**src/rtl/evrisim_denetleyici.sv**
```systemverilog
// evrisim_denetleyici: frame sequencer in front of the 3x3 convolution unit.
// Holds host-written filter presets, loads one per frame, streams the frame's
// pixels into the convolution unit and collects its results with a timeout.
//
// Ports:
//   clk_i, rstn_i            clock, synchronous active-low reset
//   ayar_*_i                 preset bank write (slot, 72-bit coeffs, gaussian flag)
//   baslat_i, filtre_sec_i   frame start pulse and preset slot for the frame
//   pik_gecerli_i/pik_i/pik_hazir_o       pixel source valid/ready stream
//   evr_filtre_etkin_o/evr_filtre_o/evr_gaus_o  filter load to conv unit
//   evr_veri_etkin_o/evr_veri_o           pixels to conv unit
//   evr_veri_etkin_i/evr_veri_i           results from conv unit
//   cikis_gecerli_o/cikis_o               results to sink
//   mesgul_o, bitti_o, hata_o             status to control plane
//
// Optional: define EVRISIM_PERF_SAYAC_EN to add perf_dongu_o / perf_durak_o.
module evrisim_denetleyici #(
    parameter int GENISLIK    = 320,
    parameter int YUKSEKLIK   = 240,
    parameter int NUM_FILTRE  = 4,
    parameter int ZAMAN_ASIMI = 4096,
    localparam int AW         = $clog2(NUM_FILTRE)
) (
    input  logic          clk_i,
    input  logic          rstn_i,
    input  logic          ayar_yaz_i,
    input  logic [AW-1:0] ayar_adres_i,
    input  logic [71:0]   ayar_filtre_i,
    input  logic          ayar_gaus_i,
    input  logic          baslat_i,
    input  logic [AW-1:0] filtre_sec_i,
    input  logic          pik_gecerli_i,
    input  logic [7:0]    pik_i,
    output logic          pik_hazir_o,
    output logic          evr_filtre_etkin_o,
    output logic [71:0]   evr_filtre_o,
    output logic          evr_gaus_o,
    output logic          evr_veri_etkin_o,
    output logic [7:0]    evr_veri_o,
    input  logic          evr_veri_etkin_i,
    input  logic [7:0]    evr_veri_i,
    output logic          cikis_gecerli_o,
    output logic [7:0]    cikis_o,
    output logic          mesgul_o,
    output logic          bitti_o,
    output logic          hata_o
`ifdef EVRISIM_PERF_SAYAC_EN
    ,
    output logic [31:0]   perf_dongu_o,
    output logic [31:0]   perf_durak_o
`endif
);

    typedef enum logic [2:0] {
        BOSTA,
        YUKLE,
        AKIS,
        BOSALT,
        BITTI
    } durum_t;

    localparam logic [16:0] TOPLAM = 17'(GENISLIK * YUKSEKLIK);
    localparam int          IW     = $clog2(ZAMAN_ASIMI + 1);
    localparam logic [IW-1:0] SINIR = IW'(ZAMAN_ASIMI);

    durum_t        durum_q, durum_d;
    logic [16:0]   giris_q, giris_d;
    logic [16:0]   cikis_sayac_q, cikis_sayac_d;
    logic [IW-1:0] bos_q, bos_d;
    logic          hata_q, hata_d;

    logic [71:0]   filtre_q;
    logic          gaus_q;
    logic          veri_etkin_q;
    logic [7:0]    veri_q;
    logic          cgec_q;
    logic [7:0]    cik_q;

    logic [71:0]   bank_filtre_q [NUM_FILTRE];
    logic          bank_gaus_q   [NUM_FILTRE];

    logic          hazir;
    logic          el_sik;
    logic          kabul;

    assign hazir  = (durum_q == AKIS) && (giris_q < TOPLAM);
    assign el_sik = pik_gecerli_i & hazir;
    assign kabul  = (durum_q == BOSTA) & baslat_i;

    always_comb begin
        durum_d            = durum_q;
        giris_d            = giris_q;
        cikis_sayac_d      = cikis_sayac_q;
        bos_d              = bos_q;
        hata_d             = hata_q;
        pik_hazir_o        = hazir;
        evr_filtre_etkin_o = 1'b0;
        mesgul_o           = (durum_q != BOSTA);
        bitti_o            = 1'b0;

        // Results past the frame size are forwarded but never counted.
        if ((durum_q == AKIS || durum_q == BOSALT) &&
            evr_veri_etkin_i && (cikis_sayac_q < TOPLAM)) begin
            cikis_sayac_d = cikis_sayac_q + 17'd1;
        end

        unique case (durum_q)
            BOSTA: begin
                if (baslat_i) begin
                    durum_d = YUKLE;
                    hata_d  = 1'b0;
                end
            end
            YUKLE: begin
                evr_filtre_etkin_o = 1'b1;
                giris_d            = '0;
                cikis_sayac_d      = '0;
                bos_d              = '0;
                durum_d            = AKIS;
            end
            AKIS: begin
                if (el_sik) begin
                    giris_d = giris_q + 17'd1;
                    if (giris_d == TOPLAM) begin
                        durum_d = BOSALT;
                    end
                end
            end
            BOSALT: begin
                bos_d = evr_veri_etkin_i ? '0 : bos_q + 1'b1;
                // Completion takes priority over a coincident timeout.
                if (cikis_sayac_d == TOPLAM) begin
                    durum_d = BITTI;
                end else if (bos_d == SINIR) begin
                    hata_d  = 1'b1;
                    durum_d = BOSTA;
                end
            end
            BITTI: begin
                bitti_o = 1'b1;
                durum_d = BOSTA;
            end
            default: durum_d = BOSTA;
        endcase
    end

    always_ff @(posedge clk_i) begin
        if (!rstn_i) begin
            durum_q       <= BOSTA;
            giris_q       <= '0;
            cikis_sayac_q <= '0;
            bos_q         <= '0;
            hata_q        <= 1'b0;
        end else begin
            durum_q       <= durum_d;
            giris_q       <= giris_d;
            cikis_sayac_q <= cikis_sayac_d;
            bos_q         <= bos_d;
            hata_q        <= hata_d;
        end
    end

    // Filter is captured when the start is accepted, so later writes to the
    // same slot cannot disturb the running frame.
    always_ff @(posedge clk_i) begin
        if (!rstn_i) begin
            for (int i = 0; i < NUM_FILTRE; i++) begin
                bank_filtre_q[i] <= '0;
                bank_gaus_q[i]   <= 1'b0;
            end
            filtre_q     <= '0;
            gaus_q       <= 1'b0;
            veri_etkin_q <= 1'b0;
            veri_q       <= '0;
            cgec_q       <= 1'b0;
            cik_q        <= '0;
        end else begin
            if (ayar_yaz_i) begin
                bank_filtre_q[ayar_adres_i] <= ayar_filtre_i;
                bank_gaus_q[ayar_adres_i]   <= ayar_gaus_i;
            end
            if (kabul) begin
                filtre_q <= bank_filtre_q[filtre_sec_i];
                gaus_q   <= bank_gaus_q[filtre_sec_i];
            end
            veri_etkin_q <= el_sik;
            if (el_sik) begin
                veri_q <= pik_i;
            end
            cgec_q <= evr_veri_etkin_i;
            cik_q  <= evr_veri_i;
        end
    end

    assign evr_filtre_o     = filtre_q;
    assign evr_gaus_o       = gaus_q;
    assign evr_veri_etkin_o = veri_etkin_q;
    assign evr_veri_o       = veri_q;
    assign cikis_gecerli_o  = cgec_q;
    assign cikis_o          = cik_q;
    assign hata_o           = hata_q;

`ifdef EVRISIM_PERF_SAYAC_EN
    logic [31:0] dongu_q;
    logic [31:0] durak_q;

    // Counters freeze outside AKIS/BOSALT, holding the last frame's figures.
    always_ff @(posedge clk_i) begin
        if (!rstn_i) begin
            dongu_q <= '0;
            durak_q <= '0;
        end else if (durum_q == YUKLE) begin
            dongu_q <= '0;
            durak_q <= '0;
        end else begin
            if ((durum_q == AKIS || durum_q == BOSALT) && (dongu_q != '1)) begin
                dongu_q <= dongu_q + 32'd1;
            end
            if (hazir && !pik_gecerli_i && (durak_q != '1)) begin
                durak_q <= durak_q + 32'd1;
            end
        end
    end

    assign perf_dongu_o = dongu_q;
    assign perf_durak_o = durak_q;
`endif

endmodule

```
**config.mk**
```make
export PLATFORM = sky130hd
export DESIGN_NAME = evrisim_denetleyici
export DESIGN_NICKNAME = d
export VERILOG_FILES = /design/src/rtl/evrisim_denetleyici.sv
export SDC_FILE = /design/constraint.sdc
export NUM_CORES = 1
export LEC_CHECK = 0
export ABC_AREA = 1
export CORE_MARGIN = 2
export CORE_UTILIZATION = 42
export DETAILED_ROUTE_END_ITERATION = 10
export SLEW_MARGIN = 10
export SYNTH_ARGS = -nofsm -noshare
export SYNTH_HDL_FRONTEND = slang
export SYNTH_SLANG_ARGS = --single-unit
```
**constraint.sdc**
```tcl
create_clock -name clk_i -period 8.2 [get_ports clk_i]
set_input_delay 1.23 -clock clk_i [delete_from_list [all_inputs] [get_ports clk_i]]
set_output_delay 1.23 -clock clk_i [all_outputs]
set_load 0.05 [all_outputs]
```
==> summary.txt, run 1 <==
Placement
  • PortBufs: 194
  • DPL Wire Length: 26460 um
  • GPL Wtd Cong: 0.8027
  • Post-Place Cells: 2687

Timing
  • Final period util: 56.06%
  • Measured slew at the worst slew-check pin: 1141 ps
  • Hold Fails Final Rpt: 0
  • Clk_skew: 21.02 ps
  • Final setup violating endpoints: 0
  • Minimum clock period: 4597 ps
  • TNS Setup: 0 ps
  • Max-slew violations: 0
  • Relative slew slack: 23.90%
  • RSZ-0062 raised after global routing: false
  • Fmax achieved: 0.2175 GHz

Global routing
  • Vias in the first global route: 13.66k
  • Initial antenna violation count: 0
  • GRT Total Usage: 20.54%
  • First-pass GRT wire length: 73100 um
  • Total gr overflow: 0
  • Largest net degree at the start of global routing: 97

Flow run
  • Max cap viols: 0

Worst setup path
  • WS Path Type: in -> reg
  • R2R Setup Slk: 5640 ps
  • Critical Path End Type: flop
  • CP required: 8380 ps
  • CP Data Arrival Time: 4780 ps
  • Max FO, Critical Path: 75
  • Startpoint Class: input pin

Power
  • PwrDens: 262.1 nW/um^2
  • Pleak: 8.450 nW
  • Maximum vdd drop: 0.0001860 V

Synthesis
  • Synth cell types: 38
  • Mapped Avg Cell Area: 9.183 sq um
  • Syn nets: 2118
  • Async S/R FF share, synth: 0%
  • Yosys warnings: 0
  • Netlist Area Pre-Place: 18500 sq um
  • Sequential share of the synthesized area: 62.59%
  • Main flop type after synthesis: edfxtp_1
  • Flops & latches, synth: 434
  • Mapped Cells: 2015
  • Number of synthesized flops with an enable pin: 289

Clock network
  • Post-CTS Resized: 0
  • Hold-fix buffers, CTS: 0
  • CTS clock-pin slew for the worst setup and hold paths: 60 ps
  • Clk_lat worst skew: 580 ps
  • CTS root buffer: clkbuf_16
  • H-tree depth: 2
  • Clk sinks: 434
  • CTS Buf Count: 47
  • Clock tree buffer depth: 3
  • Postcts setup bufs: 0
  • CTS tree: built

Route
  • DRT Pass-1 Iters: 5
  • Number of antenna-violating nets in the routed design: 0
  • Vias: 14.10k
  • Initial detailed-routing violation count: 947
  • Drt total wl: 46800 um
  • DRC: 0
  • Wirelength per Cell: 16.87 um
  • Vias per Instance: 5.082

Layout
  • Fin cells: 2774
  • Ant diodes: 0
  • Share of layout cells above drive strength 1: 5.939%
  • Fin nets: 2254
  • Area growth from synthesis to layout: 21.12%

Min path
  • Min-Delay Path Class: reg -> reg

Floorplan
  • Die height: 213.9 um
  • Row cnt: 76
  • Core Region: 43270 sq um
  • Die area: 45750 sq um
  • Ports: 195
  • Die width: 213.9 um
  • Starting Density: 42.76%

Status
  • Status: completed
final cells by class:
type                       instances  area, sq um
fill                            3961        20860
inverter                         159        601.8
multi-input combinational       1304         5917
sequential                       434        11580
clock buffer                      68         1306
tap                              585        732.0
clock inverter                    19        255.2
timing repair buffer             205         2017
power by group:
group          internal, W  total, W  switching [W]
clock              0.00130   0.00215       0.000859
combinational     0.000316   0.00108       0.000762
sequential         0.00255   0.00264      0.0000955
total              0.00416   0.00587        0.00172
worst max-delay path, cell delays in order:
cell,delay (ps)
clkdlybuf4s50_1,570
nand2_4,580
nor2_1,550
nand2_4,600
nand2_4,1140
per-stage QoR:
step / cell area [sq um] / setup slack, ps / hold WS, ps / total power (W) / util (%)
floorplan: 18500 / 4236 / 445.3 / 0.003366 / -
detailed placement: 20850 / 2930 / 442.0 / 0.003773 / 48.19
global route: 22410 / 3357 / 467.0 / 0.006106 / 51.80
CTS: 22410 / 3548 / 451.0 / 0.005929 / 51.80
finish: 22410 / 3603 / 448.0 / 0.005875 / 51.80
global placement: 20850 / 2934 / 447.5 / 0.003760 / 48.19
placed cells by master (no fill, tap or decap), types with 4 or more instances in the layout:
cell,instances
dfxtp_1,145
nor3_1,9
buf_4,14
bufinv_16,6
edfxtp_1,289
nor2_4,4
clkbuf_1,17
xnor2_1,5
xor2_1,13
a21oi_1,48
nand3_1,34
nand2_1,182
clkdlybuf4s50_1,191
o21ai_0,231
clkbuf_16,48
a31oi_1,73
nand2_2,9
ha_1,4
inv_1,148
nand3_2,8
clkinv_1,11
nor2_2,8
nor2_1,636
nand4_1,12
nand2_4,7
or2_2,4
clkinv_2,6
kinds of logic (layout without fill, tap and decap cells):
family / count (synthesis) / in the layout / synth area share (%)
AND/OR/NAND/NOR: 920 / 920 / 20.06
AO/OA/AOI/OAI: 362 / 362 / 10.47
XOR/XNOR: 18 / 18 / 0.8520
buffers and inverters: 277 / 451 / 5.755
flip-flops: 434 / 434 / 62.59
adder cells (fa/ha/maj): 4 / 4 / 0.2705
worst paths after layout:
check,cells after the start,startpoint,end
max,5,ayar_yaz_i,bank_filtre_q[2][57]
min,2,hata_o,hata_o
max reg2reg,7,durum_q[2],evr_filtre_o[54]
min reg2reg,2,hata_o,hata_o
per-layer routing:
metal | track usage, % | vias to the layer above | part of all wire [%]
li1 | - | 6953 | -
met1 | 26.85 | 6716 | 44
met2 | 35.28 | 371 | 48
met3 | 3.998 | 57 | 6.2
met4 | 4.813 | 0 | 1.7
met5 | 0 | - | 0
registers in the layout, summed over array words and instances (netlist names), 3 cells and up:
| name | count |
|---|---|
| bos_q | 13 |
| cikis_o | 8 |
| cikis_sayac_q | 17 |
| evr_veri_o | 8 |
| giris_q | 17 |
| evr_filtre_o | 72 |
| bank_gaus_q | 4 |
| durum_q | 3 |
| bank_filtre_q | 288 |
synthesized netlist by cell type, types with 12 or more instances:
master / n / area share [%]
nor2_1: 637 / 13
edfxtp_1: 289 / 47
o21ai_0: 231 / 6.2
nand2_1: 189 / 3.8
inv_1: 149 / 3.0
dfxtp_1: 145 / 16
clkbuf_1: 91 / 1.8
a31oi_1: 73 / 2.5
a21oi_1: 48 / 1.3
nand3_1: 34 / 0.92
buf_1: 20 / 0.41
xor2_1: 13 / 0.62
nand4_1: 12 / 0.41
Power figures use the tool's default switching activity.
==> inputs of run 2 (changes only) <==
==> constraint.sdc (replaced) <==
create_clock -name clk_i -period 4.05 [get_ports clk_i]
set_input_delay 0.6075 -clock clk_i [delete_from_list [all_inputs] [get_ports clk_i]]
set_output_delay 0.6075 -clock clk_i [all_outputs]
set_load 0.05 [all_outputs]
==> summary.txt, run 2 (synthesized netlist as in run 1, its figures left out) <==
Timing
  • Minimum clock period: 3029 ps
  • Clk_skew: 30.96 ps
  • Final setup violating endpoints: 0
  • RSZ-0062 raised after global routing: false
  • Fmax achieved: 0.3302 GHz
  • Max-slew violations: 0
  • TNS Setup: 0 ps
  • Hold_ws: 464.9 ps
  • Final period util: 74.79%
  • Measured slew at the worst slew-check pin: 1065 ps
  • Relative slew slack: 28.54%
  • Hold Fails Final Rpt: 0

Clock network
  • Clock tree buffer depth: 3
  • Postcts setup bufs: 0
  • Clk_lat worst skew: 590 ps
  • H-tree depth: 2
  • Post-CTS Resized: 0
  • Clk sinks: 434
  • CTS clock-pin slew for the worst setup and hold paths: 60 ps
  • CTS Buf Count: 48
  • Hold-fix buffers, CTS: 0
  • CTS root buffer: clkbuf_16
  • CTS tree: built

Power
  • Maximum vdd drop: 0.0002907 V
  • PwrDens: 525.3 nW/um^2
  • Pwr Total: 0.01184 W
  • Pleak: 8.513 nW

Global routing
  • Largest net degree at the start of global routing: 148
  • Vias in the first global route: 13.53k
  • Total gr overflow: 0
  • GRT Total Usage: 20.49%
  • Initial antenna violation count: 1
  • First-pass GRT wire length: 72800 um

Worst setup path
  • CP Data Arrival Time: 2420 ps
  • Crit path buffers/inverters: 3
  • Critical Path End Type: output pin
  • Cell family with most CP delay: buffers and inverters
  • Startpoint Class: flop
  • CP Cell Sequence: inv_1 -> nor2_1 -> inv_1 -> nor2_1 -> clkdlybuf4s50_1
  • WS Path Type: reg -> out
  • Max FO, Critical Path: 13
  • Crit-path max cell delay: 840 ps
  • CP max-delay cell: clkdlybuf4s50_1
  • CP required: 3440 ps

Placement
  • DPL Wire Length: 27010 um
  • DP Area: 20990 sq um
  • GPL Wtd Cong: 0.8843
  • PortBufs: 194

Layout
  • Area growth from synthesis to layout: 21.84%
  • Sequential cell area: 11580 sq um
  • Ant diodes: 0
  • Fin nets: 2262
  • Final Cell Area: 22540 sq um
  • Max reg flops: 288
  • Largest Register: bank_filtre_q
  • Most common cell after layout, fill and taps aside: nor2_1
  • Share of layout cells above drive strength 1: 6.233%
  • Fin util: 52.10%
  • Multi-input logic area: 5917 sq um
  • Commonest cells after routing, fill and taps aside: nor2_1 (636), edfxtp_1 (289), o21ai_0 (231)
  • # fillers: 4024

Route
  • Vias per Instance: 5.052
  • Initial detailed-routing violation count: 1084
  • DRT Pass-1 Iters: 7
  • DRC: 0
  • Vias: 14.06k
  • Number of antenna-violating nets in the routed design: 0
  • Drt total wl: 46670 um
  • Wirelength per Cell: 16.77 um

Floorplan
  • Starting Density: 42.76%
  • Die height: 213.9 um
  • Core Region: 43270 sq um
  • Die area: 45750 sq um
  • Die width: 213.9 um
  • Row cnt: 76
  • Ports: 195

Min path
  • Min-Delay Path Class: reg -> reg

Status
  • Status: completed

Flow run
  • Max cap viols: 0
-- run 2: cell count changes in the layout (fill, tap and decap cells not counted), sizes merged --
| cell | before | now |
|---|---|---|
| buf | 14 | 21 |
| clkinv | 18 | 22 |
| bufinv | 6 | 3 |
| clkbuf | 68 | 70 |
| clkinvlp | 1 | 0 |
-- run 2: area by class of cell --
type                            count  area share, %
Inverter                          159          2.670
Clock buffer                       70          6.011
Multi-Input combinational cell   1304          26.25
Tap cell                          585          3.247
Sequential cell                   434          51.37
Timing Repair Buffer              212          9.569
Clock inverter                     19         0.8825
-- run 2: layer usage --
metal  track usage, %  part of all wire (%)
met5                0                     0
met1            26.75                    44
met3            3.120                   5.9
met2            34.95                    48
met4            6.849                   2.5
-- run 2: worst paths after layout --
kind                    start                  to  slack [ps]  depth (start not counted)
setup reg to reg  giris_q[10]          giris_q[0]        1560                          9
setup / recovery   durum_q[0]  evr_filtre_etkin_o        1020                          5
hold reg to reg      bos_q[8]            bos_q[8]         460                          2
hold / removal       bos_q[8]            bos_q[8]         460                          2
-- run 2: per-stage QoR --
step	cells	setup slack (ps)
2_1_floorplan	2015	708.9
3_3_place_gp	2694	1259
3_5_place_dp	2694	1240
4_1_cts	2783	1008
5_1_grt	2783	887.4
6_report	2783	1021
-- run 2: worst min-delay path, cell delays in order (launching register included) --
cell     delay [ps]
dfxtp_1         310
nand2_1          60
a21oi_1          50
-- run 2: power breakdown --
part	switching (W)	leakage [nW]	internal, W
clock network	0.00176	0.754	0.00252
logic	0.00155	3.76	0.000667
registers	0.000196	4.00	0.00515
